## src/rtl/add_defs.sv

```systemverilog
// Shared definitions for the bit-serial adder: FSM state encodings and a
// constant ceil-log2 helper for sizing counters.
package add_defs;

    typedef enum logic [1:0] {
        S_IDLE = 2'd0,
        S_ADD  = 2'd1,
        S_DONE = 2'd2
    } state_t;

    function automatic int clog2(input int v);
        int r;
        r = 0;
        while ((1 << r) < v) begin
            r = r + 1;
        end
        return r;
    endfunction

endpackage

```

## src/rtl/full_add_bit.sv

```systemverilog
// Combinational 1-bit full adder cell used by the serial datapath.
module full_add_bit (
    input  logic a,
    input  logic b,
    input  logic ci,
    output logic s,
    output logic co
);

    assign s  = a ^ b ^ ci;
    assign co = (a & b) | (a & ci) | (b & ci);

endmodule

```

## src/rtl/serial_add_n.sv

```systemverilog
// Bit-serial WIDTH-bit adder/subtractor, LSB first, one full-adder cell.
// Result, carry and overflow appear together with a one-cycle done pulse.
module serial_add_n
    import add_defs::*;
#(
    parameter int WIDTH = 8
) (
    input  logic             clk,
    input  logic             rst,
    input  logic             start,
    input  logic             sub,
    input  logic             cin,
    input  logic [WIDTH-1:0] a,
    input  logic [WIDTH-1:0] b,
    output logic             busy,
    output logic             done,
    output logic [WIDTH-1:0] sum,
    output logic             cout,
    output logic             ovf
);

    localparam int CNT_W = clog2(WIDTH + 1);

    state_t           r_state;
    state_t           w_state_nxt;
    logic [WIDTH-1:0] r_sa;
    logic [WIDTH-1:0] r_sb;
    logic [WIDTH-1:0] r_acc;
    logic [WIDTH-1:0] r_sum;
    logic             r_carry;
    logic             r_cout;
    logic             r_ovf;
    logic [CNT_W-1:0] r_cnt;
    logic             w_s;
    logic             w_co;
    logic             w_last;

    full_add_bit u_fa (
        .a  (r_sa[0]),
        .b  (r_sb[0]),
        .ci (r_carry),
        .s  (w_s),
        .co (w_co)
    );

    assign w_last = (r_cnt == CNT_W'(WIDTH - 1));

    always_ff @(posedge clk or posedge rst) begin
        if (rst) begin
            r_state <= S_IDLE;
        end else begin
            r_state <= w_state_nxt;
        end
    end

    always_comb begin
        w_state_nxt = r_state;
        case (r_state)
            S_IDLE:  if (start) w_state_nxt = S_ADD;
            S_ADD:   if (w_last) w_state_nxt = S_DONE;
            S_DONE:  w_state_nxt = S_IDLE;
            default: w_state_nxt = S_IDLE;
        endcase
    end

    // Subtraction is a + ~b + 1, so the inverted operand and forced carry are
    // set up once at load time and the ADD loop is mode-agnostic.
    always_ff @(posedge clk or posedge rst) begin
        if (rst) begin
            r_sa    <= '0;
            r_sb    <= '0;
            r_acc   <= '0;
            r_sum   <= '0;
            r_carry <= 1'b0;
            r_cout  <= 1'b0;
            r_ovf   <= 1'b0;
            r_cnt   <= '0;
        end else begin
            case (r_state)
                S_IDLE: begin
                    if (start) begin
                        r_sa    <= a;
                        r_sb    <= sub ? ~b : b;
                        r_carry <= sub ? 1'b1 : cin;
                        r_cnt   <= '0;
                    end
                end
                S_ADD: begin
                    r_carry <= w_co;
                    r_acc   <= {w_s, r_acc[WIDTH-1:1]};
                    r_sa    <= r_sa >> 1;
                    r_sb    <= r_sb >> 1;
                    r_cnt   <= r_cnt + CNT_W'(1);
                    if (w_last) begin
                        r_sum  <= {w_s, r_acc[WIDTH-1:1]};
                        r_cout <= w_co;
                        r_ovf  <= r_carry ^ w_co;
                    end
                end
                default: ;
            endcase
        end
    end

    assign busy = (r_state == S_ADD);
    assign done = (r_state == S_DONE);
    assign sum  = r_sum;
    assign cout = r_cout;
    assign ovf  = r_ovf;

endmodule

```

## config.mk

```make
export PLATFORM = sky130hd
export DESIGN_NAME = serial_add_n
export DESIGN_NICKNAME = d
export VERILOG_FILES = /design/src/rtl/add_defs.sv /design/src/rtl/full_add_bit.sv /design/src/rtl/serial_add_n.sv
export SDC_FILE = /design/constraint.sdc
export NUM_CORES = 1
export LEC_CHECK = 0
export ABC_AREA = 1
export CAP_MARGIN = 20
export CORE_MARGIN = 5
export CORE_UTILIZATION = 56
export CTS_BUF_LIST = sky130_fd_sc_hd__clkbuf_4 sky130_fd_sc_hd__clkbuf_8 sky130_fd_sc_hd__clkbuf_16
export DETAILED_ROUTE_END_ITERATION = 7
export DONT_BUFFER_PORTS = 1
export GPL_TIMING_DRIVEN = 0
export PLACE_DENSITY = 0.81
export SYNTH_ARGS = -nofsm -noshare
export SYNTH_HDL_FRONTEND = slang
export SYNTH_SLANG_ARGS = --single-unit
```

## constraint.sdc

```tcl
create_clock -name clk -period 1.9 [get_ports clk]
set_clock_uncertainty 0.05 [all_clocks]
set_input_delay 0.19 -clock clk [delete_from_list [all_inputs] [get_ports clk]]
set_output_delay 0.19 -clock clk [all_outputs]
set_load 0.005 [all_outputs]
```

Word level (Yosys, flattened, before mapping)
Index checks and enable logic that the tools add are counted.

storage, ports and cells
  output and inout bits = 12
  register bits = 41
  logic and storage cells = 42
  input port bits = 21

cells by class
  muxes and demuxes = 13
  reductions and logical operators = 5
  bitwise gates (word level) = 9
  add/subtract/negate cells = 1
  equal/unequal tests = 5

operator list
  operator             number
  $pmux 8 s2           2
  $mux 8               3
  $not 8->8            1
  $pmux 4 s2           1
  $reduce_and 2->1     3
  $add 4x1->4 const B  1
  $eq 4x3->1 const B   1
  $mux 2               2
  $mux 4               1
  $pmux 2 s2           1
  $and 1x1->1          3
  $xor 1x1->1          3
  $eq 2x1->1 const B   1
  $eq 2x2->1 const B   1
  $logic_not 2->1      1
  $mux 1               2
  $ne 2x1->1 const B   1
  $ne 2x2->1 const B   1
  $or 1x1->1           2
  $pmux 1 s2           1
  $reduce_bool 2->1    1

Longest topological paths before layout
Gate-level depths: netlist of the first run.

  depth in word-level cells = 4
  mapped depth = 6
  depth with buffers taken out = 6

Hierarchy
From an unflattened synthesis of the first run, not the netlist that was laid out.

second synthesis, totals
  cells, all modules = 234
  area total of the unflattened synthesis = 1851.8 µm²

modules (own cells, without submodules)
  module        seq. area each (µm²)  area each (µm²)  cells each  times used
  serial_add_n  1001.0                1831.8           233         1
  full_add_bit  0.0                   20.0             1           1

Least setup slack after synthesis of the first run
Ideal clock, no wire load.

  path type = reg-to-reg
  start point = reg r_carry
  end point = reg r_ovf (netlist: ovf)
  data required time = 1.734 ns
  path slack = 0.604 ns
  clock period less this slack = 1.296 ns
  stages on the path, launching flop included = 5
  library setup time = 0.116 ns
  buffers on the path = 0
  data arrival time = 1.129 ns
  cell sequence = dfrtp_1 fa_1 xor2_1 nand2_1 nand2_1

on the way
  word-level cells in the longest chain between the ends = 4
  elaborated cells on any way between the ends = 5
  those cells by class = 5 x bitwise

RTL lines
  what                      RTL line            RTL
  start: declaration        serial_add_n.sv:30  logic r_carry;
  start signal: assignment  serial_add_n.sv:84  r_carry <= sub ? 1'b1 : cin;
  start signal: assignment  serial_add_n.sv:89  r_carry <= w_co;
  $and 1x1->1               full_add_bit.sv:11  assign co = (a & b) | (a & ci) | (b & ci);
  $or 1x1->1                full_add_bit.sv:11
  $or 1x1->1 *              full_add_bit.sv:11
  via u_fa.co               full_add_bit.sv:7   output logic co
  $xor 1x1->1 *             serial_add_n.sv:97  r_ovf <= r_carry ^ w_co;
  end signal: assignment    serial_add_n.sv:97
  end: declaration          serial_add_n.sv:32  logic r_ovf;

Mark *: on every way through the listed nets, which the timed path passes. The rest lies on a longest branch.
A chain may end at the register's enable or synchronous reset.

Final worst setup path of the first run
  start point = reg r_state[1]
  end point = out busy

on the way
  word-level cells in the longest chain between the ends = 1

RTL lines
  what                      RTL line             RTL
  start: declaration        serial_add_n.sv:24   state_t r_state;
  start signal: assignment  serial_add_n.sv:52   r_state <= w_state_nxt;
  $eq 2x1->1                serial_add_n.sv:105  assign busy = (r_state == S_ADD);
  end: declaration          serial_add_n.sv:15   output logic busy,

No other way between the ends.

==> results of run 1 <==
[worst max-delay path, delay by kind of cell (launching register included)]
kind | cells | cell delay [ns]
DFF | 1 | 0.41
buffers and inverters | 3 | 0.37
and+or+nand+nor | 1 | 0.10
[worst max path at each step]
stage,startpoint,cells past startpoint,slack (ns),endpoint
after global routing,r_state[1],4,0.37,busy
after global placement,rst,1,0.34,sum[2]
after detailed placement,r_carry,4,0.54,ovf
final,r_state[1],4,0.45,busy
after CTS,r_state[1],4,0.44,busy
after floorplan,r_carry,4,0.60,ovf
[cell usage after synthesis]
cell       n  area share
xnor2_1    1      0.0047
inv_2      2      0.0041
inv_1     11       0.022
dfrtp_1   40        0.54
o21ai_1    1      0.0027
or2_2      1      0.0034
nand4_1    1      0.0034
nand3_1   39        0.11
nor2_2     2      0.0068
buf_4      2      0.0081
xor2_1     1      0.0047
inv_4      1      0.0034
buf_2      6       0.016
nand2_2    2      0.0068
nor2_1     3      0.0061
nand2_1  108        0.22
fa_1       1       0.011
ha_1       1      0.0068
buf_6      2       0.012
o21ai_0    5       0.014
[cell type report]
type                    count  area (sq um)  share of cell area
plain buffers              10          67.6              0.0320
clock buffers               8          66.3              0.0314
inverters                  14          55.1              0.0260
multi-input cells         166           729               0.345
flip-flops and latches     40          1000               0.473
well taps                  44          55.1              0.0260
repair buffers             14           140              0.0663
[state kept, by name (all words and copies together), names as in the netlist]
| register | count |
|---|---|
| r_sa | 8 |
| r_sb | 8 |
| sum | 8 |
| r_acc | 7 |
| r_cnt | 4 |
| r_state | 2 |
| cout | 1 |
| ovf | 1 |
| r_carry | 1 |
[report_power, final]
part / leakage [nW] / internal (mW) / switching (mW)
registers: 0.509 / 1.21 / 0.267
logic: 0.579 / 0.392 / 0.610
clock network: 0.0394 / 0.211 / 0.263
total: 1.13 / 1.82 / 1.14
[logic make-up after synthesis]
logic type | count (synthesis)
AO/OA/AOI/OAI | 6
buffers and inverters | 24
XOR/XNOR | 2
AND/OR/NAND/NOR | 156
adder cells (fa/ha/maj) | 2
flip-flops | 40
[metal layers]
layer  part of all wire  global-route usage  wire length, um
met1               0.43               0.254             1640
met2               0.47               0.323             1790
met3              0.073              0.0616              278
met4              0.027              0.0987              102
met5                  0                   0                0
[timing repair]
item | 4_1_cts | 5_1_grt
hold endpoints to repair | 53 | 0
resized for setup | 0 | 0
setup endpoints to repair | 0 | 0
hold buffers | 14 | 0
==> reports/metrics.yaml, run 1 <==
worstPathRequired_ns: 1.66
power_mw: 2.96
placed_area_sq_mm: 0.00191
antenna_left: 0
r2r-end: "ovf"
synth_xor_area_frac: 0.00945
final_cell_mix: "108 x nand2_1, 40 x dfrtp_1, 39 x nand3_1"
post_cts_buffers: 0
overflow: 0
nets: 274
globalplace.congestion: 0.766
synth-seq-cells: 40
holdPathStages: 4
cp.arrival_ns: 1.21
yosysWarnings: 0
post-route-period-util: 0.765
place_inst: 274
clock_latency_ns: 0.34
min_path_type: "primary input to register"
crit_slowest_cell: "dfrtp_1"
syn_nets: 253
drtPass1Iterations: 4
cp_cell_sequence: "inv_2 > nand2_2 > inv_4 > buf_6"
grt_pass1_vias: 1543
hpwl_um: 2530
max_freq_ghz: 0.688
root_buffer: "clkbuf_4"
r2r_slack_ns: 0.52
final_cells: 296
rsz0062_at_grt: "no"
final_common_cell: "nand2_1"
dieArea_sq_mm: 0.00456
avgSynthCellArea_sq_um: 8.06
via_per_inst: 5.19
grt_max_degree: 41
crit_path_end_kind: "primary output"
slew_viol_final: 0
status: "completed"
setup_viol: 0
final_cell_area_sq_mm: 0.00211
fillers: 255
cp-start-kind: "register"
cts_sinks: 40
drc: 0
vdd_ir_drop_max_mv: 0.636
hold_viol: 0
routed_wl_um: 3820
post-place-ws_ns: 0.540
clk_pin_slew_ns: 0.11
finalSetupTns_ns: 0
syn_area_sq_mm: 0.00185
criticalPathCategory: "register to primary output"
htreeDepth: 2
tritoncts: "done"
synth.distinct_cells: 20
drtIter0Drc: 87
start_util: 0.597
die_w_um: 67.5
crit_fanout: 10
ff2ff_path_depth: 4
slowest_delay_ns: 0.41
fp.dieH_um: 67.5
port_buffers: 0
muxShareOfSynthArea: 0
power_density_mw_per_mm2: 1400
diodes: 0
whs_ns: 0.00972
drive_above_1_share: 0.107
maxCapViolCount: 0
grt_use_total: 0.204
vias: 1535
antenna_found_initial: 0
core-area_sq_mm: 0.00310
ios: 33
layout_setup_ws_ns: 0.446
rows: 20
p_leak_nw: 1.13
cts_buffers: 5
synth_top_family_by_area: "simple AND/OR/NAND/NOR gates"
finalCriticalPeriod_ns: 1.45
tightest_slew_ns: 0.798
cts_buffer_depth: 2
synth_seq_area_share: 0.540
area_growth_pct: 14.1
grt_first_pass_wirelength_um: 6890
wire_per_inst_um: 12.9
post-route-util: 0.681
yosys.area_share.simple: 0.350
max_slew_margin: 0.467
synth_compound_area_frac: 0.0162
synth_cells: 230
worstHoldEndpoint: "r_sb[6]"
worstHoldStart: "b[6]"
synth_adder_area_share: 0.0176
reg2reg_from: "r_carry"
Note: power is estimated with default switching activity, not from simulation.
==> run 2: changes to the inputs <==
Clock period 1.9 ns to 1.4 ns, I/O delays scaled along.
==> run 2 against run 1 <==
Compared with the run above:
- critical path depth stayed put
- hold slack got worse by 0.0012 ns
- sequential cell count is the same
- first-iteration DRC count increased by 2.3%
- critical path type unchanged
- largest cell class unchanged
==> reports/metrics.yaml, run 2 (synthesized netlist as in run 1, its figures left out) <==
power_frac_clock: 0.155  # -0.005
grt_use_total: 0.209  # +0.00425
finalCriticalPeriod_ns: 1.31
power_density_mw_per_mm2: 1880  # +35%
max_freq_ghz: 0.764
switching_share: 0.385  # -0.000392
antenna_found_initial: 0  # unchanged
post-place-ws_ns: 0.0404  # -0.500 ns
worstHoldStart: "b[3]"
crit_fanout: 10  # unchanged
criticalPathCategory: "register to primary output"
overflow: 0  # unchanged
combPwrFrac: 0.358  # +0.019
hold_viol: 0  # unchanged
area_growth_pct: 18.6
final_cell_mix: "108 x nand2_1, 40 x dfrtp_1, 39 x nand3_1"
final_cell_area_sq_mm: 0.00220  # +4.0%
p_sw_mw: 1.59  # +40%
worstHoldEndpoint: "r_sb[3]"
diodes: 0  # unchanged
final_common_cell: "nand2_1"
cp-start-kind: "register"
post-route-util: 0.708  # +0.0270
cts_buffer_depth: 2  # unchanged
power_mw: 4.14  # +40%
drtIter0Drc: 89  # +2.3%
layout_setup_ws_ns: 0.0911  # -0.355 ns
post-route-period-util: 0.935
final_cells: 303  # +2.4%
r2r_slack_ns: 0.09  # -0.43 ns
p_int_mw: 2.54  # +40%
nets: 281  # +2.6%
crit_path_end_kind: "primary output"
wire_per_inst_um: 13.2  # +2.7%
place_inst: 274  # unchanged
port_buffers: 0  # unchanged
maxCapViolCount: 0  # unchanged
cts_sinks: 40  # unchanged
ff2ff_path_depth: 6  # +2
fillers: 239  # -6.3%
multi_input_area_sq_um: 744  # +2.1%
antenna_left: 0  # unchanged
dieArea_sq_mm: 0.00456  # unchanged
pwr-share-seq: 0.487  # -0.014
vias: 1624  # +5.8%
cp.arrival_ns: 1.12  # -0.09 ns
register_area_sq_mm: 0.00100  # unchanged
hpwl_um: 2530  # unchanged
max_slew_margin: 0.462  # -0.00481
reg2reg_from: "r_cnt[1]"
slew_viol_final: 0  # unchanged
fp.dieH_um: 67.5  # unchanged
tritoncts: "done"
core-area_sq_mm: 0.00310  # unchanged
setup_viol: 0  # unchanged
cts_buffers: 5  # unchanged
root_buffer: "clkbuf_4"
vdd_ir_drop_max_mv: 0.885  # +39%
holdPathStages: 5  # +1
status: "completed"
tightest_slew_ns: 0.805  # +0.00721 ns
rows: 20  # unchanged
clk_pin_slew_ns: 0.11  # about the same
drc: 0  # unchanged
r2r-end: "sum[4]"
worstPathRequired_ns: 1.21  # -0.45 ns
drtPass1Iterations: 4  # unchanged
start_util: 0.597  # unchanged
min_path_type: "primary input to register"
via_per_inst: 5.36  # +3.4%
p_leak_nw: 1.16  # +3.1%
drive_above_1_share: 0.120  # +0.0125
htreeDepth: 2  # unchanged
globalplace.congestion: 0.766  # unchanged
placed_area_sq_mm: 0.00191  # unchanged
grt_first_pass_wirelength_um: 7010  # +1.7%
clock_latency_ns: 0.34  # about the same
grt_max_degree: 41  # unchanged
grt_pass1_vias: 1583  # +2.6%
ios: 33  # unchanged
die_w_um: 67.5  # unchanged
routed_wl_um: 4010  # +5.1%
run 2: worst max path at each step:
stage	startpoint	end	slack, ns	cells past startpoint
6_report	r_state[1]	busy	0.09	4
2_1_floorplan	r_carry	ovf	0.10	4
5_1_grt	r_cnt[1]	ovf	-0.02	6
4_1_cts	r_carry	ovf	0.02	4
3_5_place_dp	r_carry	ovf	0.04	4
3_3_place_gp	rst	sum[2]	-0.11	1
run 2: through the flow:
stage          hold slack (ns)  setup TNS (ns)
5_1_grt                 0.0206         -0.0576
6_report               0.00849               0
4_1_cts                0.00389               0
2_1_floorplan            0.200               0
3_3_place_gp             0.202           -4.27
3_5_place_dp             0.172               0
run 2: power groups by stage:
stage	logic, mW	registers, mW	clock network (mW)
5_1_grt	1.71	2.08	0.704
3_5_place_dp	1.33	2.03	0
3_3_place_gp	1.30	2.01	0
2_1_floorplan	1.08	1.94	0
6_report	1.48	2.01	0.640
4_1_cts	1.40	2.01	0.655
run 2: final cells by class:
cell class | instances | share of cell area
Tap cell | 44 | 0.0250
Buffer | 10 | 0.0324
Sequential cell | 40 | 0.455
Timing Repair Buffer | 21 | 0.0933
Inverter | 14 | 0.0250
Multi-Input combinational cell | 166 | 0.339
Clock buffer | 8 | 0.0302
run 2: worst max-delay path, stage by stage, from the launching register on:
cell     delay, ns
dfrtp_1       0.41
inv_2         0.09
nand2_4       0.07
inv_4         0.07
buf_8         0.13
run 2: per-layer routing:
| metal | routed length (um) | GRT usage | vias to the layer above |
|---|---|---|---|
| met2 | 1910 | 0.334 | 70 |
| met3 | 286 | 0.0616 | 16 |
| li1 | - | - | 778 |
| met1 | 1650 | 0.253 | 760 |
| met4 | 161 | 0.109 | 0 |
| met5 | 0 | 0 | - |
run 2: repair_timing:
| action | in CTS | in global routing |
|---|---|---|
| hold endpoints to repair | 59 | 0 |
| setup endpoints to repair | 1 | 11 |
| hold buffers | 19 | 0 |
| buffers inserted | 1 | 1 |
| resized for setup | 0 | 5 |
| cloned | 0 | 0 |
